==> config.mk <==
export PLATFORM = sky130hd
export DESIGN_NAME = cpu_debug_scanner_flat
export DESIGN_NICKNAME = d
export VERILOG_FILES = /design/src/rtl/cpu_debug_scanner_if.sv /design/src/rtl/cpu_debug_scanner.sv /design/src/flat_wrapper.sv
export SDC_FILE = /design/constraint.sdc
export NUM_CORES = 1
export LEC_CHECK = 0
export ABC_AREA = 1
export CAP_MARGIN = 20
export CORE_AREA = 5 5 142 144
export DETAILED_ROUTE_END_ITERATION = 16
export DIE_AREA = 0 0 147 149
export PLACE_DENSITY_LB_ADDON = 0.1
export SYNTH_ARGS = -nofsm -noshare
export SYNTH_HDL_FRONTEND = slang
export SYNTH_SLANG_ARGS = --single-unit
==> constraint.sdc <==
create_clock -name clk -period 4.5 [get_ports clk]
set_input_delay 0.45 -clock clk [delete_from_list [all_inputs] [get_ports clk]]
set_output_delay 0.45 -clock clk [all_outputs]
set_load 0.01 [all_outputs]
==> src/rtl/cpu_debug_scanner_if.sv <==
// Output stream of the debug scanner: tagged 32-bit words with
// valid/ready flow control and an end-of-frame marker.
interface cpu_debug_scanner_if;
    logic        out_valid;
    logic        out_ready;
    logic [31:0] out_data;
    logic [7:0]  out_tag;
    logic        out_last;

    modport master (
        output out_valid,
        output out_data,
        output out_tag,
        output out_last,
        input  out_ready
    );

    modport slave (
        input  out_valid,
        input  out_data,
        input  out_tag,
        input  out_last,
        output out_ready
    );
endinterface

==> src/rtl/cpu_debug_scanner.sv <==
// Debug dump master: walks regfile and data memory of the CPU and streams
// tagged words. Define DBG_SCAN_PC_EN to prepend a PC/HI/LO snapshot.
module cpu_debug_scanner #(
    parameter logic [31:0] MEM_BASE  = 32'h0000_0000,
    parameter int          MEM_WORDS = 16,
    parameter int          RD_LAT    = 1
) (
    input  logic        clk,
    input  logic        resetn,
    input  logic        start,
    output logic        busy,
    output logic [4:0]  rf_addr,
    output logic [31:0] mem_addr,
    input  logic [31:0] rf_data,
    input  logic [31:0] mem_data,
    input  logic [31:0] IF_pc,
    input  logic [31:0] ID_pc,
    input  logic [31:0] EXE_pc,
    input  logic [31:0] MEM_pc,
    input  logic [31:0] WB_pc,
    input  logic [31:0] HI_data,
    input  logic [31:0] LO_data,
    cpu_debug_scanner_if.master stream
);
    localparam logic [1:0] S_IDLE = 2'd0;
    localparam logic [1:0] S_SNAP = 2'd1;
    localparam logic [1:0] S_ADDR = 2'd2;
    localparam logic [1:0] S_SEND = 2'd3;

    localparam logic [7:0] LAST_IDX = 8'(32 + MEM_WORDS - 1);
    localparam logic [1:0] WAIT_END = 2'(RD_LAT);

    logic [1:0]  state;
    logic [1:0]  wcnt;
    logic [7:0]  widx;
    logic [7:0]  nidx;
    logic        in_mem;
    logic        hs;
    logic        valid_q;
    logic        last_q;
    logic [31:0] data_q;
    logic [7:0]  tag_q;

    assign nidx   = widx + 8'd1;
    assign in_mem = (widx >= 8'd32);
    assign hs     = valid_q & stream.out_ready;

    assign stream.out_valid = valid_q;
    assign stream.out_data  = data_q;
    assign stream.out_tag   = tag_q;
    assign stream.out_last  = last_q;

`ifdef DBG_SCAN_PC_EN
    logic [2:0]  sidx;
    logic [31:0] snap [0:5];

    // Words 0..4 are stage PCs (0x30..0x34), 5 and 6 are HI/LO (0x20/0x21)
    function automatic logic [7:0] snap_tag(input logic [2:0] j);
        if (j < 3'd5)
            return 8'h30 + {5'd0, j};
        return 8'h1B + {5'd0, j};
    endfunction
`else
    logic unused_snap;
    assign unused_snap = ^{IF_pc, ID_pc, EXE_pc, MEM_pc, WB_pc,
                           HI_data, LO_data};
`endif

    always_ff @(posedge clk or negedge resetn) begin
        if (!resetn) begin
            state    <= S_IDLE;
            wcnt     <= 2'd0;
            widx     <= 8'd0;
            busy     <= 1'b0;
            valid_q  <= 1'b0;
            last_q   <= 1'b0;
            data_q   <= 32'd0;
            tag_q    <= 8'd0;
            rf_addr  <= 5'd0;
            mem_addr <= MEM_BASE;
`ifdef DBG_SCAN_PC_EN
            sidx     <= 3'd0;
            for (int i = 0; i < 6; i++)
                snap[i] <= 32'd0;
`endif
        end else begin
            unique case (state)
                S_IDLE: begin
                    if (start) begin
                        busy <= 1'b1;
                        widx <= 8'd0;
                        wcnt <= 2'd0;
`ifdef DBG_SCAN_PC_EN
                        snap[0] <= ID_pc;
                        snap[1] <= EXE_pc;
                        snap[2] <= MEM_pc;
                        snap[3] <= WB_pc;
                        snap[4] <= HI_data;
                        snap[5] <= LO_data;
                        sidx    <= 3'd0;
                        data_q  <= IF_pc;
                        tag_q   <= 8'h30;
                        valid_q <= 1'b1;
                        state   <= S_SNAP;
`else
                        rf_addr <= 5'd0;
                        state   <= S_ADDR;
`endif
                    end
                end
                S_SNAP: begin
`ifdef DBG_SCAN_PC_EN
                    if (hs) begin
                        if (sidx == 3'd6) begin
                            valid_q <= 1'b0;
                            rf_addr <= 5'd0;
                            wcnt    <= 2'd0;
                            state   <= S_ADDR;
                        end else begin
                            sidx   <= sidx + 3'd1;
                            data_q <= snap[sidx];
                            tag_q  <= snap_tag(sidx + 3'd1);
                        end
                    end
`else
                    state <= S_IDLE;
`endif
                end
                S_ADDR: begin
                    // Hold the address RD_LAT+1 cycles, sample on the last
                    if (wcnt == WAIT_END) begin
                        data_q  <= in_mem ? mem_data : rf_data;
                        tag_q   <= in_mem ? widx + 8'h20 : widx;
                        last_q  <= (widx == LAST_IDX);
                        valid_q <= 1'b1;
                        state   <= S_SEND;
                    end else begin
                        wcnt <= wcnt + 2'd1;
                    end
                end
                S_SEND: begin
                    if (hs) begin
                        valid_q <= 1'b0;
                        last_q  <= 1'b0;
                        wcnt    <= 2'd0;
                        if (widx == LAST_IDX) begin
                            busy  <= 1'b0;
                            state <= S_IDLE;
                        end else begin
                            widx  <= nidx;
                            state <= S_ADDR;
                            if (nidx < 8'd32)
                                rf_addr <= nidx[4:0];
                            else if (nidx == 8'd32)
                                mem_addr <= MEM_BASE;
                            else
                                mem_addr <= mem_addr + 32'd4;
                        end
                    end
                end
            endcase
        end
    end
endmodule

==> src/flat_wrapper.sv <==
// flat-port wrapper written by rule: the top's interface ports become plain ports
module cpu_debug_scanner_flat 
#(
    parameter logic [31:0] MEM_BASE  = 32'h0000_0000,
    parameter int          MEM_WORDS = 16,
    parameter int          RD_LAT    = 1
)
  (clk, resetn, start, busy, rf_addr, mem_addr, rf_data, mem_data, IF_pc, ID_pc, EXE_pc, MEM_pc, WB_pc, HI_data, LO_data, stream_out_valid, stream_out_data, stream_out_tag, stream_out_last, stream_out_ready);
  cpu_debug_scanner_if stream_i ();
  input  logic clk;
  input  logic resetn;
  input  logic start;
  output logic busy;
  output logic [4:0] rf_addr;
  output logic [31:0] mem_addr;
  input  logic [31:0] rf_data;
  input  logic [31:0] mem_data;
  input  logic [31:0] IF_pc;
  input  logic [31:0] ID_pc;
  input  logic [31:0] EXE_pc;
  input  logic [31:0] MEM_pc;
  input  logic [31:0] WB_pc;
  input  logic [31:0] HI_data;
  input  logic [31:0] LO_data;
  output wire logic [$bits(stream_i.out_valid)-1:0] stream_out_valid;
  output wire logic [$bits(stream_i.out_data)-1:0] stream_out_data;
  output wire logic [$bits(stream_i.out_tag)-1:0] stream_out_tag;
  output wire logic [$bits(stream_i.out_last)-1:0] stream_out_last;
  input wire logic [$bits(stream_i.out_ready)-1:0] stream_out_ready;
  assign stream_out_valid = stream_i.out_valid;
  assign stream_out_data = stream_i.out_data;
  assign stream_out_tag = stream_i.out_tag;
  assign stream_out_last = stream_i.out_last;
  assign stream_i.out_ready = stream_out_ready;
  cpu_debug_scanner #(.MEM_BASE(MEM_BASE), .MEM_WORDS(MEM_WORDS), .RD_LAT(RD_LAT)) u_core (.clk(clk), .resetn(resetn), .start(start), .busy(busy), .rf_addr(rf_addr), .mem_addr(mem_addr), .rf_data(rf_data), .mem_data(mem_data), .IF_pc(IF_pc), .ID_pc(ID_pc), .EXE_pc(EXE_pc), .MEM_pc(MEM_pc), .WB_pc(WB_pc), .HI_data(HI_data), .LO_data(LO_data), .stream(stream_i));
endmodule
After elaboration in Yosys (flattened, before gate mapping):

Cells that the tools add are included.

* bitwise operators: 3
* div/mod/pow operators: 0
* equal/unequal tests: 13
* shift-type cells: 0
* $lt $le $gt $ge: 2
* multiplexer cells: 30
* reduce and logical (&&, ||, !) cells: 12
* add/subtract/negate cells: 4
* multipliers: 0

Operators with widths (number)
* 32-bit two-way mux: 2
* 32-bit by 3-bit adder with 32-bit output, second input constant: 1
* 8-bit two-way mux: 4
* 5-bit two-way mux: 4
* 8-bit by 6-bit equality test with 1-bit output, second input constant: 2
* 8-bit case mux with 2 select lines: 1
* 4-bit AND reduction: 4
* 2-bit two-way mux: 7
* 5-bit case mux with 2 select lines: 1
* 8-bit by 1-bit adder with 8-bit output, second input constant: 1
* 8-bit by 6-bit adder with 8-bit output, second input constant: 1
* 8-bit by 6-bit >= comparator with 1-bit output, second input constant: 1
* 8-bit by 6-bit less-than comparator with 1-bit output, second input constant: 1
* 2-bit by 1-bit inequality test with 1-bit output, second input constant: 4
* 2-bit case mux with 4 select lines: 1
* 1-bit two-way mux: 6
* 2-bit inequality test, second input constant: 3
* 1-bit case mux with 2 select lines: 3
* 2-bit case mux with 3 select lines: 1
* 3-bit AND reduction: 2
* 5-bit AND reduction: 1
* 2-bit by 1-bit equality test with 1-bit output, second input constant: 2
* 2-bit equality test, second input constant: 2
* 2-bit nonzero test: 2
* 6 further kinds: 7

* bits in read-only memories: 0
* latch bits: 0
* bits in writable memories: 0
* word-level logic and storage cells: 74
* register bits after elaboration: 92
* memories kept: 0
* input port bits: 292
* output and inout port bits: 80

Logic depth before layout (Yosys ltp):

Gate-level depths: netlist (run 1).

* depth after elaboration: 6
* depth in mapped cells: 12
* mapped depth without buffers: 11

Least setup slack after synthesis (run 1):

No wires, ideal clock.

* path type: register to register
* start point: register u_core.mem_addr[2]
* end point: register u_core.mem_addr[14]
* period minus slack after synthesis: 1.586 ns
* slack: 2.914 ns
* data arrival time: 1.470 ns
* data required time: 4.383 ns
* setup time: 0.117 ns
* cell stages (with the launch flop): 10
* path buffers: 0
* cell sequence: dfrtp_1 > ha_1 > inv_1 > nor2_2 > inv_1 > nor2_1 > xnor2_1 > inv_1 > nand3_2 > nand2_1

* longest elaborated chain between the ends: 2

RTL lines
* start, declared: RTL line cpu_debug_scanner.sv:13 `output logic [31:0] mem_addr,`
* start signal, assigned: RTL line cpu_debug_scanner.sv:157 `mem_addr <= mem_addr + 32'd4;`
* 32-bit by 3-bit adder with 32-bit output: RTL line cpu_debug_scanner.sv:157
* 32-bit two-way mux: RTL line cpu_debug_scanner.sv:154 `else if (nidx == 8'd32)`

No other way between the ends.
A chain may end at the register's enable or synchronous reset.

Worst setup path in the final report (run 1):

* start point: register u_core.widx[5]
* end point: register u_core.mem_addr[27]

* longest elaborated chain between the ends: 4
* elaborated cells on any way between the ends: 8
* those cells by class: add/sub (1); order compare (1); eq/ne (2); mux (1); bitwise (2); reduce/logical (1)

RTL lines
* start, declared: RTL line cpu_debug_scanner.sv:35 `logic [7:0] widx;`
* start signal, assigned: RTL line cpu_debug_scanner.sv:150 `widx <= nidx;`
* 8-bit by 1-bit adder with 8-bit output: RTL line cpu_debug_scanner.sv:44 `assign nidx = widx + 8'd1;`
* 8-bit by 6-bit less-than comparator with 1-bit output: RTL line cpu_debug_scanner.sv:152 `if (nidx < 8'd32)`
* 1-bit inverter (no line)
* 4-bit AND reduction (no line)

Several ways; a longest one is shown, not always the timed one.

==> metrics.md, run 1 <==
| Metric | Value |
|---|---|
| Die X | `147 microns` |
| Starting Density | `0.2782` |
| Initial antenna violation count | `0` |
| Distinct cells, synth | `35` |
| Slew Viols, Final | `0` |
| Tot GR Track Use | `0.1450` |
| Fin area | `7076 sq um` |
| Fmax | `399.8 MHz` |
| # resized after CTS | `0` |
| Overflow after GRT | `0` |
| Fin crit share | `0.5559` |
| Dpl ws | `2000 ps` |
| GR Layer Usage met3 | `0.07080` |
| Crit path max fanout | `30` |
| Grt peak-use layer | `met2` |
| Setup CP Type | `flip-flop to flip-flop` |
| Required @ worst endpoint | `4730 ps` |
| Fin Clk Skew | `7.477 ps` |
| First-pass GRT wire length | `25630 microns` |
| Die area | `21900 sq um` |
| DR pass1 iterations | `4` |
| Slew HR | `0.3117` |
| Mean number of vias per cell | `4.533` |
| Met2 Use GR | `0.2353` |
| CTS tree | `yes` |
| Min-delay worst type | `input port to async pin` |
| Synthesized cell area | `5169 sq um` |
| Clk_lat worst skew | `350 ps` |
| Setup violators final | `0` |
| Antenna Cells | `0` |
| Sequential area share after synthesis | `0.4357` |
| Clk root buf | `clkbuf_16` |
| Synth-to-layout area growth | `36.89%` |
| WP data arrival | `2730 ps` |
| Max capacitance violation total | `0` |
| Beginning of the critical path | `u_core.widx[5]` |
| Final HPWL DP | `11300 microns` |
| Final Core Density | `0.3808` |
| Layout cells sized above 1 | `0.07904` |
| Synth warn | `0` |
| DP Area | `6754 sq um` |
| Critical-path top delay cell | `nand3_2` |
| Pwr/cell area | `501.4 nW/um^2` |
| CP Cell Sequence | `ha_1 -> inv_1 -> nor2_2 -> nand2_1 -> nand2_1 -> nand2_1 -> nor2_2 -> nand3_2 -> nand3_1 -> nand2_1` |
| Leak | `3.215 nW` |
| Startpoint types | `flip-flop` |
| Worst-path clk slew | `70 ps` |
| CP endpoint kind | `flip-flop` |
| Dominant register cell in the synthesized netlist | `dfrtp_1` |
| Ys async rst share | `1.000` |
| Flops & latches, synth | `90` |
| CTS Buf Count | `9` |
| CORE AREA | `18580 sq um` |
| IO Count | `372` |
| Worst path most repeated cell | `nand2_1` |
| Post-CTS setup buffers | `0` |
| Worst r2r src | `u_core.widx[5]` |
| Detailed-route via count | `4846` |
| Antenna-violating nets left | `0` |
| WL per Instance | `14.72 microns` |
| Met1 GRT Util | `0.1755` |
| Vias in the first global route | `4965` |
| DR iter-0 viols | `182` |
| Max stage delay on crit path | `750 ps` |
| Number of flops mapped to enable cells by yosys | `0` |
| GPL Wtd Cong | `0.8053` |
| Clock Path Buffers | `2` |
| Largest net degree at the start of global routing | `65` |
| Syn Area/Cell | `7.416 sq um` |
| Final hold viol count | `0` |
| Site row count | `50` |
| Number of nets in the layout | `1128` |
| Worst R2R Setup Slack | `2000 ps` |
| Post-Route Setup TNS | `0 ps` |
| Port bufs | `145` |
| RSZ-0062 raised after global routing | `false` |
| Worst VDD drop | `0.0001947 V` |
| Status | `finished clean` |
| Final setup margin | `1999 ps` |
| Synth Instances | `697` |
| Worst-margin pin slew | `1031 ps` |
| DR DRC count | `0` |
| H-tree depth | `3` |
| Final wirelength | `15740 microns` |
| Cts hold-fix bufs | `0` |
| Min cycle time layout | `2501 ps` |
| Clock sink count | `90` |
| Die H | `149 microns` |
==> registers in the layout, indices dropped and copies added, names as in the netlist <==
name	cells
u_core.stream.out_tag	8
u_core.mem_addr	30
u_core.stream.out_data	32
u_core.busy	1
u_core.wcnt	2
u_core.widx	8
u_core.stream.out_last	1
u_core.rf_addr	5
u_core.stream.out_valid	1
u_core.state	2
==> layer usage <==
layer  part of all wire  up-vias
li1                   -     2452
met1               0.44     2232
met2               0.44      151
met3               0.11       11
met4             0.0090        0
met5                  0        -
==> cell families after synthesis <==
family          count (synthesis)  synth area share
compound gates                 90           0.09174
xor+xnor                       16           0.02711
fa+ha+maj                       6           0.01452
buf+inv                        97           0.08593
flops                          90            0.4357
mux                             1          0.001937
other cells                     1         0.0007255
simple gates                  396            0.3423
==> stage by stage <==
step / hold WS (ps) / power, mW / cells
2_1_floorplan: 154.4 / 2.028 / 698
3_3_place_gp: 464.9 / 2.738 / 1053
3_5_place_dp: 466.5 / 2.751 / 1053
4_1_cts: 245.9 / 3.619 / 1069
5_1_grt: 285.1 / 3.829 / 1069
6_report: 200.8 / 3.547 / 1069
==> worst paths after layout <==
| kind | depth (start not counted) | endpoint |
|---|---|---|
| max in group asynchronous | 2 | u_core.stream.out_data[3] |
| hold / removal | 1 | u_core.mem_addr[14] |
| setup / recovery | 10 | u_core.mem_addr[27] |
| hold reg to reg | 2 | u_core.rf_addr[0] |
| setup reg to reg | 10 | u_core.mem_addr[27] |
| min in group clk | 2 | u_core.rf_addr[0] |
==> power breakdown <==
| part | leakage [nW] | switching (mW) | internal, mW |
|---|---|---|---|
| registers | 1.18 | 0.165 | 1.05 |
| clock network | 0.149 | 0.335 | 0.503 |
| logic | 1.89 | 0.860 | 0.634 |
| total | 3.22 | 1.36 | 2.19 |
==> layout make-up <==
cell class / count / area, sq um
clock inverter: 4 / 75.07
timing repair buffer: 147 / 1464
fill: 1918 / 11500
multi-input combinational: 511 / 2476
tap: 234 / 292.8
inverter: 71 / 269.0
clock buffer: 12 / 246.5
sequential: 90 / 2252
==> synthesized netlist by cell type (2+ instances only) <==
master / instances / share of area
nand3_2: 28 / 0.054
nand3_1: 29 / 0.028
o22ai_1: 4 / 0.0048
nor2_1: 86 / 0.062
nand2_1: 235 / 0.17
clkbuf_1: 6 / 0.0044
dfrtp_1: 90 / 0.44
xor2_1: 5 / 0.0085
ha_1: 6 / 0.015
nor2_4: 2 / 0.0044
buf_4: 2 / 0.0029
nor2_2: 5 / 0.0061
o21ai_0: 73 / 0.071
inv_2: 4 / 0.0029
o21ai_2: 2 / 0.0034
inv_1: 66 / 0.048
o21ai_1: 5 / 0.0048
buf_2: 11 / 0.011
nand4_1: 2 / 0.0024
nand2_2: 5 / 0.0061
o31ai_1: 2 / 0.0029
xnor2_1: 11 / 0.019
buf_6: 6 / 0.013
==> cell usage in the layout (no fill, tap or decap), types with 2 or more instances in the layout <==
| cell | count |
|---|---|
| o21ai_0 | 73 |
| nand2_2 | 5 |
| clkdlybuf4s50_1 | 144 |
| buf_4 | 3 |
| ha_1 | 6 |
| bufinv_16 | 2 |
| nand3_1 | 29 |
| nand4_1 | 2 |
| clkbuf_1 | 2 |
| xnor2_1 | 11 |
| inv_1 | 66 |
| conb_1 | 2 |
| nor2_1 | 86 |
| nor2_2 | 5 |
| nor2_4 | 2 |
| clkbuf_16 | 9 |
| dfrtp_1 | 90 |
| o31ai_1 | 2 |
| clkinvlp_4 | 2 |
| xor2_1 | 5 |
| o21ai_1 | 5 |
| nand3_2 | 28 |
| nand2_1 | 235 |
| inv_2 | 4 |
| o21ai_2 | 2 |
| o22ai_1 | 4 |
==> critical path, delay by kind of cell, from the launching register on <==
kind | cells | cell delay (ps)
buffers and inverters | 1 | 60
and+or+nand+nor | 8 | 1610
DFF | 1 | 460
adders and majority gates | 1 | 230
Note: power is estimated with default switching activity, not from simulation.
==> run 2: changes to the inputs <==
- clock period: 4.5 -> 2.05 ns (I/O delays scaled with it)
==> run 2 against run 1 <==
Compared with the run above:
- fmax up 34%
- final area rose by 1.3%
- clock skew up 1.1 ps
- utilization up 0.48 points
- flip-flop and latch count unchanged
- final cell count is 0.84% higher
- sequential share of layout area fell by 0.40 points
- die area unchanged
- global-route usage shrank 0.22 points
- via count up 0.97%
- highest routed layer unchanged
- setup slack worse by 1800 ps
- total power up 120%
==> metrics.md, run 2 (same netlist as run 1, synthesis figures left out) <==
| Metric | Value |
|---|---|
| Status | `finished clean` |
| Leak | `3.271 nW` |
| Number of flip-flops under the largest register name | `32` |
| Layout cells sized above 1 | `0.09005` |
| Fmax | `537.3 MHz` |
| Site row count | `50` |
| Post-Route Setup TNS | `0 ps` |
| Clock Path Buffers | `2` |
| CTS tree | `yes` |
| Commonest non-fill, non-tap cell in the layout | `nand2_1` |
| Overflow after GRT | `0` |
| Clk root buf | `clkbuf_16` |
| Worst-path clk slew | `70 ps` |
| Synth-to-layout area growth | `38.63%` |
| GPL Wtd Cong | `0.8081` |
| Worst R2R Setup Slack | `190 ps` |
| Setup CP Type | `flip-flop to flip-flop` |
| Most frequent cells in the layout | `nand2_1 (235), clkdlybuf4s50_1 (144), dfrtp_1 (90), nor2_1 (86), o21ai_0 (73)` |
| WP data arrival | `2150 ps` |
| Comb power frac | `0.436` |
| Number of nets in the layout | `1137` |
| Max capacitance violation total | `0` |
| Setup violators final | `0` |
| Fin crit share | `0.9078` |
| # resized after CTS | `0` |
| Sw Pwr | `2.988 mW` |
| First-pass GRT wire length | `25380 microns` |
| IO Count | `372` |
| RSZ-0062 raised after global routing | `false` |
| Final hold viol count | `0` |
| Die X | `147 microns` |
| Final wirelength | `15500 microns` |
| Die area | `21900 sq um` |
| Worst-margin pin slew | `848.5 ps` |
| Sequential power share | `0.350` |
| Initial antenna violation count | `0` |
| Post-CTS setup buffers | `0` |
| Antenna Cells | `0` |
| FF-to-FF End | `u_core.mem_addr[27]` |
| Required @ worst endpoint | `2340 ps` |
| Switching fraction of total power | `0.3910` |
| Clk_lat worst skew | `350 ps` |
| Worst R2R Path Depth | `11` |
| Hold_ws | `395.8 ps` |
| CORE AREA | `18580 sq um` |
| Internal power | `4.654 mW` |
| Startpoint types | `flip-flop` |
| Worst VDD drop | `0.0005073 V` |
| Fin Clk Skew | `8.568 ps` |
| Clock sink count | `90` |
| CP endpoint kind | `flip-flop` |
| Slew Viols, Final | `0` |
| Final HPWL DP | `11470 microns` |
| Pwr/cell area | `1066 nW/um^2` |
| Min cycle time layout | `1861 ps` |
| Slew HR | `0.4343` |
| H-tree depth | `3` |
| Antenna-violating nets left | `0` |
| WL per Instance | `14.38 microns` |
| Clock power frac | `0.214` |
| Worst r2r src | `u_core.widx[0]` |
| DR pass1 iterations | `4` |
| DR DRC count | `0` |
| Fillers | `1913` |
| Die H | `149 microns` |
| Starting Density | `0.2782` |
| Detailed-route via count | `4893` |
| Min-delay worst type | `input port to async pin` |
| Vias in the first global route | `4958` |
| DR iter-0 viols | `204` |
| Port bufs | `145` |
| Mean number of vias per cell | `4.539` |
| CTS Buf Count | `9` |
| Largest net degree at the start of global routing | `52` |
| Crit path max fanout | `30` |
| Tot GR Track Use | `0.1428` |
## run 2: worst max-delay path, stage by stage, from the launching register on
cell     delay (ps)
dfrtp_1         440
ha_1            260
nand2_2         100
inv_2            60
nand3_2          80
nor3_4           50
nor2_2          240
nand2_4         110
inv_4            60
buf_12          210
nand3_1         100
nand2_1          70
## run 2: worst max path at each step
stage,endpoint,slack [ps],depth (start not counted),from
after floorplan,u_core.mem_addr[14],460,9,u_core.mem_addr[2]
after global placement,u_core.mem_addr[14],230,9,u_core.mem_addr[2]
after detailed placement,u_core.mem_addr[18],200,8,u_core.mem_addr[2]
after CTS,u_core.mem_addr[18],190,8,u_core.mem_addr[2]
after global routing,u_core.mem_addr[30],10,10,u_core.mem_addr[2]
final,u_core.mem_addr[27],190,11,u_core.widx[0]
## run 2: timing repair
action | in CTS | in global routing
hold buffers | 1 | 0
hold endpoints to repair | 37 | 0
setup endpoints to repair | 0 | 0
## run 2: layout make-up
type                            count  area (sq um)  share of cell area
Multi-Input combinational cell    511          2476              0.3456
Clock buffer                       11         252.7             0.03527
Timing Repair Buffer              156          1584              0.2211
Tap cell                          234         292.8             0.04086
Clock inverter                      5         38.79            0.005413
Inverter                           71         269.0             0.03754
Sequential cell                    90          2252              0.3143
## run 2: stage by stage
step / setup WS [ps] / std cells / instance area [sq um] / power (mW) / util
5_1_grt: 13.84 / 1078 / 7166 / 8.296 / 0.3857
3_3_place_gp: 231.4 / 1061 / 6864 / 6.052 / 0.3694
3_5_place_dp: 203.6 / 1061 / 6864 / 6.091 / 0.3694
4_1_cts: 190.5 / 1078 / 7166 / 7.785 / 0.3857
6_report: 189.0 / 1078 / 7166 / 7.642 / 0.3857
2_1_floorplan: 463.7 / 698 / 5172 / 4.451 / -
## run 2: power groups by stage
stage,combinational [mW],clock (mW),sequential (mW)
5_1_grt,3.77,1.78,2.75
6_report,3.33,1.64,2.67
2_1_floorplan,1.61,0,2.85
4_1_cts,3.41,1.70,2.68
3_3_place_gp,3.38,0,2.67
3_5_place_dp,3.41,0,2.68
## run 2: layer usage
metal | up-vias | track usage | share of wire
met1 | 2261 | 0.1842 | 0.45
li1 | 2461 | - | -
met2 | 159 | 0.2212 | 0.44
met5 | - | 0 | 0
met4 | 0 | 0.04240 | 0.011
met3 | 12 | 0.05743 | 0.097
